--- src/rtl/pipe_pkg.sv ---
// Shared constants for the pipeline stage buffer: default widths, control-bit
// positions and the head-load source select.
package pipe_pkg;

  localparam int unsigned PIPE_DATA_W = 128;
  localparam int unsigned PIPE_CTRL_W = 16;

  localparam int unsigned CTRL_MEM_READ  = 0;
  localparam int unsigned CTRL_MEM_WRITE = 1;
  localparam int unsigned CTRL_JALR      = 2;
  localparam int unsigned CTRL_AUIPC     = 3;
  localparam int unsigned CTRL_BRANCH    = 4;
  localparam int unsigned CTRL_ALU_SRC   = 5;

  typedef enum logic {
    SRC_IN   = 1'b0,
    SRC_SKID = 1'b1
  } head_src_e;

  function automatic logic [1:0] occ_count(input logic head_v, input logic skid_v);
    return {1'b0, head_v} + {1'b0, skid_v};
  endfunction

endpackage

--- src/rtl/pipe_entry.sv ---
// One buffered pipeline entry: valid flag plus payload, payload written only on load.
module pipe_entry
  import pipe_pkg::*;
#(
  parameter int unsigned DATA_W = PIPE_DATA_W,
  parameter int unsigned CTRL_W = PIPE_CTRL_W
) (
  input  logic              clk,
  input  logic              rst_n,
  input  logic              valid_d,
  input  logic              load,
  input  logic [DATA_W-1:0] data_d,
  input  logic [CTRL_W-1:0] ctrl_d,
  input  logic              mem_op_d,
  output logic              valid_q,
  output logic [DATA_W-1:0] data_q,
  output logic [CTRL_W-1:0] ctrl_q,
  output logic              mem_op_q
);

  always_ff @(posedge clk or negedge rst_n) begin
    if (!rst_n) begin
      valid_q  <= 1'b0;
      data_q   <= '0;
      ctrl_q   <= '0;
      mem_op_q <= 1'b0;
    end else begin
      valid_q <= valid_d;
      if (load) begin
        data_q   <= data_d;
        ctrl_q   <= ctrl_d;
        mem_op_q <= mem_op_d;
      end
    end
  end

endmodule

--- src/rtl/pipe_stage_buf.sv ---
// Pipeline stage buffer with valid/allow handshake and memory-request gating.
// Define PIPE_SKID_EN for a head-plus-skid build with registered allow_in.
module pipe_stage_buf
  import pipe_pkg::*;
#(
  parameter int unsigned DATA_W = PIPE_DATA_W,
  parameter int unsigned CTRL_W = PIPE_CTRL_W
) (
  input  logic              clk,
  input  logic              rst_n,
  input  logic              valid_in,
  input  logic              ready_go_in,
  output logic              allow_in,
  input  logic [DATA_W-1:0] data_in,
  input  logic [CTRL_W-1:0] ctrl_in,
  input  logic              mem_op_in,
  input  logic              flush,
  input  logic              kill,
  input  logic              hold,
  output logic              valid_out,
  output logic [DATA_W-1:0] data_out,
  output logic [CTRL_W-1:0] ctrl_out,
  output logic              ready_go_out,
  input  logic              allow_in_next,
  output logic              ram_req,
  input  logic              mem_addr_ok,
  output logic [1:0]        occupancy
);

  logic              head_v, head_mem_q, head_mem;
  logic [DATA_W-1:0] head_data;
  logic [CTRL_W-1:0] head_ctrl;
  logic              head_v_d, head_load, head_mem_d;
  logic [DATA_W-1:0] head_data_d;
  logic [CTRL_W-1:0] head_ctrl_d;
  logic              accept, depart;

  // Stale mem_op of an empty head must not stall ready_go_out.
  assign head_mem     = head_v & head_mem_q;
  assign valid_out    = head_v;
  assign data_out     = head_data;
  assign ctrl_out     = head_ctrl & {CTRL_W{head_v}};
  assign ram_req      = head_v & head_mem & allow_in_next & ~hold;
  assign ready_go_out = (~head_mem | (ram_req & mem_addr_ok)) & ~hold;
  assign depart       = head_v & ready_go_out & allow_in_next;
  assign accept       = valid_in & ready_go_in & ~flush & allow_in;

`ifdef PIPE_SKID_EN
  logic              skid_v, skid_mem;
  logic [DATA_W-1:0] skid_data;
  logic [CTRL_W-1:0] skid_ctrl;
  logic              skid_v_d, skid_load;
  head_src_e         head_src;

  assign allow_in  = ~skid_v;
  assign occupancy = occ_count(head_v, skid_v);

  // Skid is only ever valid behind a valid head, so it refills the head on depart.
  always_comb begin
    head_src    = skid_v ? SRC_SKID : SRC_IN;
    head_v_d    = ~kill & (skid_v | accept | (head_v & ~depart));
    head_load   = ~kill & ((accept & (~head_v | depart)) | (depart & skid_v));
    skid_v_d    = ~kill & ((skid_v & ~depart) | (accept & head_v & ~depart));
    skid_load   = ~kill & accept & head_v & ~depart;
    head_data_d = data_in;
    head_ctrl_d = ctrl_in;
    head_mem_d  = mem_op_in;
    if (head_src == SRC_SKID) begin
      head_data_d = skid_data;
      head_ctrl_d = skid_ctrl;
      head_mem_d  = skid_mem;
    end
  end

  pipe_entry #(.DATA_W(DATA_W), .CTRL_W(CTRL_W)) u_skid (
    .clk      (clk),
    .rst_n    (rst_n),
    .valid_d  (skid_v_d),
    .load     (skid_load),
    .data_d   (data_in),
    .ctrl_d   (ctrl_in),
    .mem_op_d (mem_op_in),
    .valid_q  (skid_v),
    .data_q   (skid_data),
    .ctrl_q   (skid_ctrl),
    .mem_op_q (skid_mem)
  );
`else
  assign allow_in  = ~head_v | depart;
  assign occupancy = {1'b0, head_v};

  always_comb begin
    head_v_d    = ~kill & (accept | (head_v & ~depart));
    head_load   = ~kill & accept;
    head_data_d = data_in;
    head_ctrl_d = ctrl_in;
    head_mem_d  = mem_op_in;
  end
`endif

  pipe_entry #(.DATA_W(DATA_W), .CTRL_W(CTRL_W)) u_head (
    .clk      (clk),
    .rst_n    (rst_n),
    .valid_d  (head_v_d),
    .load     (head_load),
    .data_d   (head_data_d),
    .ctrl_d   (head_ctrl_d),
    .mem_op_d (head_mem_d),
    .valid_q  (head_v),
    .data_q   (head_data),
    .ctrl_q   (head_ctrl),
    .mem_op_q (head_mem_q)
  );

endmodule

--- config.mk ---
export PLATFORM = sky130hd
export DESIGN_NAME = pipe_stage_buf
export DESIGN_NICKNAME = d
export VERILOG_FILES = /design/src/rtl/pipe_pkg.sv /design/src/rtl/pipe_entry.sv /design/src/rtl/pipe_stage_buf.sv
export SDC_FILE = /design/constraint.sdc
export NUM_CORES = 1
export LEC_CHECK = 0
export BUFFER_PORTS_ARGS = -buffer_cell sky130_fd_sc_hd__buf_4
export CELL_PAD_IN_SITES_DETAIL_PLACEMENT = 1
export CELL_PAD_IN_SITES_GLOBAL_PLACEMENT = 2
export CORE_ASPECT_RATIO = 2
export CORE_MARGIN = 3
export CORE_UTILIZATION = 29
export CTS_CLUSTER_DIAMETER = 100
export DETAILED_ROUTE_END_ITERATION = 10
export GPL_ROUTABILITY_DRIVEN = 0
export GPL_TIMING_DRIVEN = 0
export MAX_ROUTING_LAYER = met4
export PLACE_DENSITY_LB_ADDON = 0.1
export SYNTH_ARGS = -nofsm -noshare
export SYNTH_HDL_FRONTEND = slang
export SYNTH_HIERARCHICAL = 1
export SYNTH_SLANG_ARGS = --single-unit
--- constraint.sdc ---
create_clock -name clk -period 2.3 [get_ports clk]
set_input_delay 0.115 -clock clk [delete_from_list [all_inputs] [get_ports clk]]
set_output_delay 0.115 -clock clk [all_outputs]
set_load 0.01 [all_outputs]
==> results of run 1 <==
-- worst reg2reg max path: cells and delay by family (launching register included) --
kind            cells  cell delay [ps]
flops               1              390
simple gates        2              380
compound gates      1              180
buf+inv             3              570
mux                 1              330
-- area by class of cell --
cell class	count	share of cell area, %
clock buffers	24	4.85
well taps	259	3.07
flip-flops and latches	146	34.6
diodes	1	0.0237
plain buffers	19	1.36
repair buffers	450	35.7
multi-input cells	172	18.9
clock inverters	7	1.36
-- registers in the layout, indices dropped and copies added (netlist names) --
register,flops
u_head/mem_op_q,1
u_head/valid_q,1
u_head/ctrl_q,16
u_head/data_q,128
-- cells in the final DEF (no fill, tap or decap) --
cell and instances:
bufinv_16 4, buf_6 8, clkbuf_16 17, clkbuf_8 6, dfrtp_1 146, conb_1 1, nor2_1 2, nor3b_2 1
buf_2 9, buf_16 1, clkbuf_1 1, nand2b_4 1, dlygate4sd3_1 147, and2_1 16, o21ai_2 1, clkbuf_2 1
mux2_2 95, mux2_4 50, nor2b_2 1, a21oi_1 2, buf_4 303, clkinvlp_4 2, inv_6 1, nand3b_1 1
nand2_1 1, diode_2 1
-- power by group --
part / leakage [nW] / switching (W) / internal (W)
sequential: 1.76 / 0.000331 / 0.00317
clock: 0.315 / 0.00107 / 0.00199
combinational: 2.99 / 0.000917 / 0.00155
-- stage by stage --
step	power, W	instance area, um^2	std cells	util, %	hold WS [ps]
final	0.00903	10500	1078	54.2	47.3
after global routing	0.00948	10500	1078	54.2	54.6
after detailed placement	0.00582	8420	899	43.3	179
after CTS	0.00917	10500	1077	54.2	24.9
after global placement	0.00572	8390	898	43.1	285
after floorplan	0.00444	5790	337	-	-181
-- worst max path at each step --
stage	startpoint	endpoint	slack (ps)	cells past startpoint
floorplan	u_head/mem_op_q	u_head/data_q[100]	540	7
detailed placement	u_head/mem_op_q	u_head/data_q[86]	320	7
finish	u_head/mem_op_q	u_head/data_q[124]	350	7
global placement	rst_n	u_head/data_q[18]	370	1
global route	u_head/mem_op_q	u_head/data_q[86]	250	7
CTS	u_head/mem_op_q	u_head/data_q[86]	300	7
-- layer usage --
layer | vias up | track usage [%] | part of all wire [%]
met5 | - | - | 0
met4 | 0 | 8.57 | 2.9
met3 | 34 | 4.13 | 5.6
met2 | 196 | 33.8 | 57
met1 | 2305 | 18.8 | 35
li1 | 2105 | - | -
-- kinds of logic after synthesis --
| kind of cell | count (synthesis) |
|---|---|
| buf+inv | 19 |
| compound gates | 3 |
| simple gates | 23 |
| other cells | 1 |
| flops | 146 |
| mux | 145 |
==> summary.txt, run 1 <==
Status
  • Run status: completed

Worst setup path
  • Worst r2r src: u_head/mem_op_q
  • Family with the most delay on the worst path: buffers and inverters
  • CP required: 2600 ps
  • Slowest Stage Delay on Critical Path: 390 ps
  • R2r endpoint: u_head/data_q[124]
  • WS Path Type: reg -> reg
  • Reg2reg path depth: 7
  • Critical path endpoint category: flop
  • Slowest-stage cell, CP: dfrtp_1
  • Worst path cell trace: nor2b_2 -> o21ai_2 -> nor3b_2 -> buf_6 -> buf_6 -> buf_6 -> mux2_4
  • Worst Setup Start Kind: flop
  • CP bufs+invs: 3
  • Crit path top cell by count: buf_6
  • R2r setup slk: 350 ps
  • Arr. time, crit path: 2250 ps
  • CP max FO: 10

Clock network
  • Clk sinks: 146
  • Reg clk slew, reported paths: 60 ps
  • CTS tree: yes
  • Num CTS Buffers: 17
  • CTS Root Cell: clkbuf_16
  • Hold-fix buffers, CTS: 147
  • Post-CTS setup repair buffer count: 0
  • Max clock buf depth: 2
  • Post-CTS resize count: 0
  • H-tree depth: 4
  • Clock Latency Late Sink: 420 ps

Yosys
  • Post-synthesis sequential area ratio: 63.1%
  • Cell variety after synth: 17
  • Top cell type's share of synthesized area: 63.1%
  • Synthesized-area fraction occupied by adder cells: 0%
  • Yosys warns: 6
  • Synth Area in Compound Gates: 0.324%
  • Post-synthesis xor/xnor area fraction: 0%
  • Top cells by area in the synthesized netlist: dfrtp_1, mux2_2, mux2_4
  • Syn Area/Cell: 17.2 um^2
  • Area leader, netlist: dfrtp_1
  • Yosys reg bits: 146
  • Number of synthesized flops with an enable pin: 0
  • Synth Net Count: 491
  • Synth Instances: 337
  • Multiplexer area fraction after synthesis: 31.4%
  • Mapped cell area: 0.00579 mm^2
  • Top_reg_cell synth: dfrtp_1
  • Count leader, synth: dfrtp_1
  • Synth Area in Simple Gates: 2.66%
  • Largest family of logic cells by synthesized area: multiplexers
  • Post-synth ARST share: 100%
  • Synth cell count leaders: dfrtp_1, mux2_2, mux2_4

Layout
  • Fin nets: 960
  • Layout cells sized above 1: 61.2%
  • Syn-to-layout area delta: 82.0%
  • Fill cells: 1984
  • Seq. cell area: 0.00365 mm^2
  • Area of the multi-input gates: 0.00200 mm^2

Worst hold path
  • Hold Crit Start: flush
  • Hold Crit Depth: 3
  • Worst hold endpoint: u_head/valid_q
  • Worst Hold Class: in -> reg

STA
  • Period utilization: 84.9%
  • Clock skew: 12.3 ps
  • RSZ-0062 raised after global routing: no
  • Count of pins over their slew limit: 0
  • Slew margin rel.: 56.5%
  • Highest clock rate: 0.512 GHz
  • Worst Slack Setup Final: 348 ps
  • Setup violators final: 0
  • Fin. Hold Viols: 0
  • Setup TNS: 0 ps
  • Min Clock Period, post-route: 1950 ps
  • Slew @ Worst Pin: 653 ps

Power
  • Leakage: 5.06 nW
  • Pwr Density: 856 mW/mm^2
  • VDD IR max: 0.000593 V

Route
  • Initial DRC Count: 108
  • Via-per-instance ratio: 4.30
  • DRC violation count after routing: 0
  • Final wirelength: 19500 um
  • Via count: 4640
  • First drt pass iteration count: 4
  • Wire length per cell: 18.1 um
  • Antenna-violating nets left: 0

Floorplanning
  • Initial Util: 29.8%
  • CORE AREA: 0.0195 mm^2
  • # IOs: 304
  • Die Area: 0.0218 mm^2
  • Number of cell rows: 72
  • Die extent in y: 206 um
  • Die W: 106 um

Global route
  • Number of global-route vias before repair: 5457
  • Total grt overflow: 0
  • GRT Resource Usage Total: 18.6%
  • Largest net degree at the start of global routing: 81
  • Initial antenna violation count: 1
  • First-pass GRT wire length: 30100 um

Flow run
  • Max-cap viol count: 0

Placement
  • IO buf count: 302
  • DPL Wire Length: 14100 um
  • Setup WS pre-CTS: 318 ps
(Power assumes the default switching activity.)
==> run 2, diff against run 1 <==
--- a/config.mk
+++ b/config.mk
@@ -10,7 +10,7 @@
 export CELL_PAD_IN_SITES_GLOBAL_PLACEMENT = 2
 export CORE_ASPECT_RATIO = 2
 export CORE_MARGIN = 3
-export CORE_UTILIZATION = 29
+export CORE_UTILIZATION = 26
 export CTS_CLUSTER_DIAMETER = 100
 export DETAILED_ROUTE_END_ITERATION = 10
 export GPL_ROUTABILITY_DRIVEN = 0
==> constraint.sdc (replaced) <==
create_clock -name clk -period 1.6 [get_ports clk]
set_input_delay 0.08 -clock clk [delete_from_list [all_inputs] [get_ports clk]]
set_output_delay 0.08 -clock clk [all_outputs]
set_load 0.01 [all_outputs]
==> run 2 against run 1 <==
  * The flow now finishes with violations (setup timing)
  * Clock skew decreased by 4.2 ps
  * Clock-buffer cell count grew 4
  * Worst hold slack gained 35 ps
  * Critical path depth did not move
  * Sequential share of layout area shrank 1.9 points
  * Power increased by 39%
  * Core utilization is 2.9 points lower
  * Non-clock buffer count is 21 higher
  * Critical endpoint is now u_head/data_q[101]
  * Highest routed layer unchanged
==> summary.txt, run 2 (synthesized netlist as in run 1, its figures left out) <==
Status
  • Run status: complete, but fails checks
  • Failing checks: setup timing

Layout
  • Finished Core Util: 51.3% (-2.9 points)
  • Most frequent cells in the layout: buf_4, dlygate4sd3_1, dfrtp_1
  • Post-route insts no fill: 1113 (+3.2%)
  • Layout cells sized above 1: 61.8% (+0.54 points)
  • Syn-to-layout area delta: 92.8%
  • Seq. cell area: 0.00365 mm^2 (about the same)
  • # diodes: 0 (-1)
  • Max FFs per register: 128 (unchanged)
  • Area of the multi-input gates: 0.00215 mm^2 (+7.5%)
  • Fin nets: 981 (+2.2%)
  • Largest regs: u_head/data_q: 128 flops, u_head/ctrl_q: 16 flops
  • Fill cells: 2161 (+8.9%)
  • Commonest non-fill, non-tap cell in the layout: buf_4
  • Most flop-heavy register: u_head/data_q

STA
  • RSZ-0062 raised after global routing: yes
  • Slew margin rel.: 45.4% (-11 points)
  • Clock skew: 8.12 ps (-4.15 ps)
  • Worst hold margin: 81.8 ps (+34.6 ps)
  • Period utilization: 115% (+30 points)
  • Setup TNS: -26710 ps (-26710 ps)
  • Fin. Hold Viols: 0 (unchanged)
  • Slew @ Worst Pin: 819 ps (+166 ps)
  • Min Clock Period, post-route: 1830 ps (-117 ps)
  • Count of pins over their slew limit: 0 (unchanged)
  • Setup violators final: 145 (+145)
  • Worst Slack Setup Final: -235 ps (-583 ps)
  • Highest clock rate: 0.545 GHz (+6.4%)

Global route
  • GRT Resource Usage Total: 17.9% (-0.70 points)
  • First-pass GRT wire length: 32100 um (+6.7%)
  • Total grt overflow: 0 (unchanged)
  • Number of global-route vias before repair: 5676 (+4.0%)
  • Initial antenna violation count: 0 (-1)
  • Largest net degree at the start of global routing: 82 (+1.2%)

Floorplanning
  • CORE AREA: 0.0218 mm^2 (+12%)
  • Initial Util: 26.6% (-3.2 points)
  • Die W: 112 um (+5.3%)
  • # IOs: 304 (unchanged)
  • Die extent in y: 217 um (+5.4%)
  • Number of cell rows: 76 (+5.6%)
  • Die Area: 0.0242 mm^2 (+11%)

Worst setup path
  • Slowest-stage cell, CP: dfrtp_1
  • CP bufs+invs: 3 (unchanged)
  • Arr. time, crit path: 2140 ps (-110 ps)
  • Family with the most delay on the worst path: buffers and inverters
  • Reg2reg path depth: 7 (unchanged)
  • Worst path cell trace: nor2b_4 -> o21ai_4 -> nor3b_4 -> buf_6 -> buf_12 -> clkbuf_16 -> mux2_4
  • Critical path endpoint category: flop
  • R2r setup slk: -230 ps (-580 ps)
  • Crit path depth: 7 (unchanged)
  • CP max FO: 6 (-4)
  • CP required: 1910 ps (-690 ps)
  • Slowest Stage Delay on Critical Path: 380 ps (about the same)
  • R2r endpoint: u_head/data_q[101]
  • Critical Path Sink: u_head/data_q[101]
  • Worst r2r src: u_head/mem_op_q
  • Launch point of the worst path: u_head/mem_op_q
  • WS Path Type: reg -> reg
  • Worst Setup Start Kind: flop

Route
  • Via count: 4779 (+3.0%)
  • Wire length per cell: 19.0 um (+4.8%)
  • Via-per-instance ratio: 4.29 (-0.24%)
  • DRC violation count after routing: 0 (unchanged)
  • First drt pass iteration count: 4 (unchanged)
  • Antenna-violating nets left: 0 (unchanged)
  • Final wirelength: 21100 um (+8.2%)
  • Initial DRC Count: 147 (+36%)

Clock network
  • CTS tree: yes
  • Num CTS Buffers: 17 (unchanged)
  • Clock Latency Late Sink: 430 ps (about the same)
  • Max clock buf depth: 2 (unchanged)
  • CTS Root Cell: clkbuf_16
  • Reg clk slew, reported paths: 60 ps (about the same)
  • H-tree depth: 4 (unchanged)
  • Clk sinks: 146 (unchanged)

Power
  • Pwr Density: 1120 mW/mm^2 (+31%)
  • Leakage: 5.34 nW (+5.5%)
  • VDD IR max: 0.000614 V (+3.4%)

Placement
  • Dpl cells: 913 (+1.6%)
  • DPL Wire Length: 14400 um (+2.8%)
  • IO buf count: 302 (unchanged)

Worst hold path
  • Worst Hold Class: in -> reg

Flow run
  • Max-cap viol count: 0 (unchanged)
run 2: cell types whose count changed in the layout (fill, tap and decap cells not counted), sizes merged:
cell,delta
buf,+13
bufinv,-4
clkbuf,+12
clkinv,+3
clkinvlp,-1
diode,-1
inv,-1
run 2: cell type report:
cell class	count	share of cell area (%)
timing repair buffer	472	37.4
clock buffer	28	4.62
sequential	146	32.7
buffer	18	2.83
multi-input combinational	172	19.2
clock inverter	4	0.202
tap	273	3.06
run 2: worst min path at each step:
stage	start	end	slack, ps	depth (start not counted)
after floorplan	rst_n	u_head/ctrl_q[0]	-220	0
after global placement	kill	u_head/valid_q	250	2
after detailed placement	rst_n	u_head/data_q[96]	200	1
after CTS	flush	u_head/valid_q	9	3
after global routing	flush	u_head/valid_q	80	3
final	flush	u_head/valid_q	80	3
run 2: timing repair:
action	CTS	global route
buffers inserted	6	5
hold endpoints to repair	226	0
setup endpoints to repair	156	155
hold buffers	147	0
resized for setup	73	14
pin swaps	1	0
cloned	4	9
run 2: tightest hold or removal path: stages:
cell and delay (ps):
buf_4 80, nand3b_1 200, a21oi_1 110
run 2: per-layer routing:
metal	vias up	part of all wire (%)	GRT usage, %
li1	2149	-	-
met1	2381	33	17.2
met2	209	58	32.6
met3	40	5.6	5.20
met4	0	3.5	8.28
met5	-	0	-
run 2: per-stage QoR:
step	setup slack, ps	instance area, um^2	power (W)
CTS	-213	10900	0.0127
finish	-235	11200	0.0125
global placement	-319	8430	0.00826
detailed placement	-349	8460	0.00840
global route	-327	11200	0.0133
floorplan	-149	5820	0.00640
run 2: power breakdown:
part	leakage, nW	total (W)	internal, W	switching, W
Sequential	1.76	0.00504	0.00455	0.000486
Combinational	3.32	0.00382	0.00243	0.00138
Clock	0.264	0.00369	0.00218	0.00151
==> run 3, diff against run 2 <==
--- a/config.mk
+++ b/config.mk
@@ -5,12 +5,13 @@
 export SDC_FILE = /design/constraint.sdc
 export NUM_CORES = 1
 export LEC_CHECK = 0
+export ABC_AREA = 1
 export BUFFER_PORTS_ARGS = -buffer_cell sky130_fd_sc_hd__buf_4
 export CELL_PAD_IN_SITES_DETAIL_PLACEMENT = 1
 export CELL_PAD_IN_SITES_GLOBAL_PLACEMENT = 2
 export CORE_ASPECT_RATIO = 2
 export CORE_MARGIN = 3
-export CORE_UTILIZATION = 26
+export CORE_UTILIZATION = 22
 export CTS_CLUSTER_DIAMETER = 100
 export DETAILED_ROUTE_END_ITERATION = 10
 export GPL_ROUTABILITY_DRIVEN = 0
==> run 3 against run 2 <==
  * The flow now finishes without violations
  * Worst hold slack improved by 110 ps
  * Synthesized area is 1.8% lower
  * Combinational power shrank 21%
  * Clock power rose by 7.0%
  * Routed wire length grew 7.9%
  * Clock skew barely moved
  * Non-clock buffer count grew 3
  * Synthesized cell count up 98%
  * Critical path type is now in -> reg
==> summary.txt, run 3 <==
Power
  • Total chip power: 0.0118 W (-6.1%)
  • Internal: 0.00840 W (-8.4%)
  • Pwr Density: 1100 mW/mm^2 (-2.4%)
  • Leakage: 5.95 nW (+11%)
  • Clock power frac: 33.5% (+4.1 points)
  • Sw power: 0.00338 W (+0.16%)
  • Sequential power share: 41.0% (+0.8 points)
  • VDD IR max: 0.000575 V (-6.4%)
  • Switching Share: 28.7% (+1.8 points)
  • Logic pwr share: 25.5% (-4.9 points)

Layout
  • Finished Core Util: 42.6% (-8.7 points)
  • Max FFs per register: 128 (unchanged)
  • Largest regs: u_head/data_q: 128 flops, u_head/ctrl_q: 16 flops
  • Syn-to-layout area delta: 88.9%
  • Most flop-heavy register: u_head/data_q
  • Commonest non-fill, non-tap cell in the layout: nand2_1
  • Layout cells sized above 1: 33.2% (-29 points)
  • Most frequent cells in the layout: nand2_1, buf_4, dlygate4sd3_1
  • Fin nets: 1299 (+32%)

Route
  • Wire length per cell: 15.3 um (-20%)
  • Via count: 6023 (+26%)
  • DRC violation count after routing: 0 (unchanged)
  • Antenna-violating nets left: 0 (unchanged)
  • First drt pass iteration count: 4 (unchanged)
  • Via-per-instance ratio: 4.03 (-6.2%)
  • Initial DRC Count: 133 (-9.5%)
  • Final wirelength: 22800 um (+7.9%)

Flow run
  • Max-cap viol count: 0 (unchanged)

Yosys
  • Synthesized-area fraction occupied by adder cells: 0% (unchanged)
  • Synth Instances: 667 (+98%)
  • Post-synth ARST share: 100% (unchanged)
  • Count leader, synth: nand2_1
  • Post-synthesis sequential area ratio: 64.2% (+1.2 points)
  • Yosys reg bits: 146 (unchanged)
  • Cell variety after synth: 14 (-3)
  • Top cells by area in the synthesized netlist: dfrtp_1, nand2_1, buf_2
  • Number of synthesized flops with an enable pin: 0 (unchanged)
  • Multiplexer area fraction after synthesis: 0% (-31 points)
  • Synth cell count leaders: nand2_1, dfrtp_1, inv_1
  • Area leader, netlist: dfrtp_1
  • Yosys warns: 6 (unchanged)
  • Mapped cell area: 0.00569 mm^2 (-1.8%)
  • Largest family of logic cells by synthesized area: simple AND/OR/NAND/NOR gates
  • Synth Area in Simple Gates: 30.7% (+28 points)
  • Top_reg_cell synth: dfrtp_1
  • Post-synthesis xor/xnor area fraction: 0% (unchanged)
  • Synth Area in Compound Gates: 0.0880% (-0.24 points)
  • Synth Net Count: 821 (+67%)
  • Syn Area/Cell: 8.53 um^2 (-50%)
  • Top cell type's share of synthesized area: 64.2% (+1.2 points)

STA
  • Setup violators final: 0 (-100%)
  • Worst hold margin: 196 ps (+114 ps)
  • Fin. Hold Viols: 0 (unchanged)
  • Clock skew: 7.62 ps (-0.499 ps)
  • RSZ-0062 raised after global routing: no
  • Slew margin rel.: 57.5% (+12 points)
  • Slew @ Worst Pin: 637 ps (-182 ps)
  • Period utilization: 93.7% (-21 points)
  • Min Clock Period, post-route: 1500 ps (-336 ps)
  • Highest clock rate: 0.667 GHz (+22%)
  • Count of pins over their slew limit: 0 (unchanged)

Floorplanning
  • Die Area: 0.0279 mm^2 (+15%)
  • # IOs: 304 (unchanged)
  • Initial Util: 22.5% (-4.1 points)
  • Die extent in y: 233 um (+7.5%)
  • Die W: 120 um (+7.3%)
  • Number of cell rows: 82 (+7.9%)
  • CORE AREA: 0.0252 mm^2 (+16%)

Global route
  • Total grt overflow: 0 (unchanged)
  • Initial antenna violation count: 3 (+3)
  • GRT Resource Usage Total: 17.2% (-0.64 points)
  • First-pass GRT wire length: 36000 um (+12%)
  • Largest net degree at the start of global routing: 76 (-7.3%)
  • Number of global-route vias before repair: 6650 (+17%)

Worst hold path
  • Worst Hold Class: in -> async

Worst setup path
  • CP max FO: 10 (+4)
  • Critical path endpoint category: flop
  • Worst r2r src: u_head/valid_q
  • Arr. time, crit path: 1820 ps (-320 ps)
  • Worst Setup Start Kind: input port
  • Launch point of the worst path: kill
  • R2r setup slk: 100 ps (+340 ps)
  • CP required: 1920 ps (about the same)
  • WS Path Type: in -> reg

Clock network
  • Clk sinks: 146 (unchanged)
  • Max clock buf depth: 2 (unchanged)
  • CTS Root Cell: clkbuf_16
  • Clock Latency Late Sink: 440 ps (about the same)
  • Num CTS Buffers: 17 (unchanged)
  • CTS tree: yes
  • Reg clk slew, reported paths: 60 ps (about the same)
  • H-tree depth: 4 (unchanged)

Placement
  • IO buf count: 302 (unchanged)
  • DPL Wire Length: 16600 um (+15%)

Status
  • Run status: completed
-- run 3: power by group through the flow --
stage          sequential, W  combinational (W)  clock [W]
2_1_floorplan        0.00516           0.000644          0
3_5_place_dp         0.00488            0.00273          0
6_report             0.00483            0.00301    0.00395
3_3_place_gp         0.00486            0.00270          0
5_1_grt              0.00493            0.00334    0.00431
4_1_cts              0.00483            0.00308    0.00413
-- run 3: area by class of cell --
cell class                      count  area [um^2]
Sequential cell                   146         3650
Timing Repair inverter              1         3.75
Antenna cell                        3         7.51
Buffer                             34          318
Clock inverter                     11          111
Clock buffer                       20          457
Fill cell                        2998        14500
Tap cell                          336          420
Multi-Input combinational cell    464         1770
Inverter                           22         87.6
Timing Repair Buffer              459         3920
-- run 3: kinds of logic (layout without fill, tap and decap cells) --
kind of cell    count (synthesis)  after routing
buf+inv                        57            547
simple gates                  462            462
compound gates                  1              1
other cells                     1              4
flops                         146            146
-- run 3: repair_timing --
| item | CTS | global route |
|---|---|---|
| endpoints found under the hold margin | 220 | 0 |
| resized for setup | 36 | 23 |
| pin swaps | 1 | 1 |
| setup buffers | 6 | 0 |
| hold buffers | 148 | 0 |
| setup endpoints to repair | 145 | 142 |
| cloned | 1 | 2 |
-- run 3: routing by layer --
layer | up-vias | share of wire [%] | track usage [%]
met5 | - | 0 | -
met4 | 0 | 3.7 | 7.89
met3 | 39 | 5.5 | 4.58
met2 | 210 | 55 | 31.2
met1 | 2838 | 36 | 17.1
li1 | 2936 | - | -
-- run 3: critical path, cell delays in order --
cell	delay [ps]
dlygate4sd3_1	560
buf_4	140
inv_1	80
nand4_1	190
nor2_4	200
buf_12	130
inv_6	50
buf_12	140
buf_8	140
nand2_1	60
nand2_1	50
-- run 3: through the flow --
stage / setup TNS (ps) / setup WS [ps] / instance area (um^2) / cells
floorplan: 0 / 99.3 / 5690 / 667
global placement: -99360 / -506 / 8380 / 1305
detailed placement: -32050 / -329 / 8410 / 1306
CTS: -852 / -33.3 / 10600 / 1492
global route: 0 / 3.67 / 10700 / 1496
finish: 0 / 101 / 10700 / 1496
-- run 3: worst paths after layout --
| kind | endpoint | cells after the start |
|---|---|---|
| max | u_head/data_q[114] | 11 |
| min | u_head/ctrl_q[3] | 2 |
| max reg2reg | u_head/data_q[114] | 11 |
| min reg2reg | u_head/data_q[87] | 2 |
| max in group asynchronous | u_head/data_q[81] | 3 |
| min in group clk | u_head/data_q[55] | 4 |
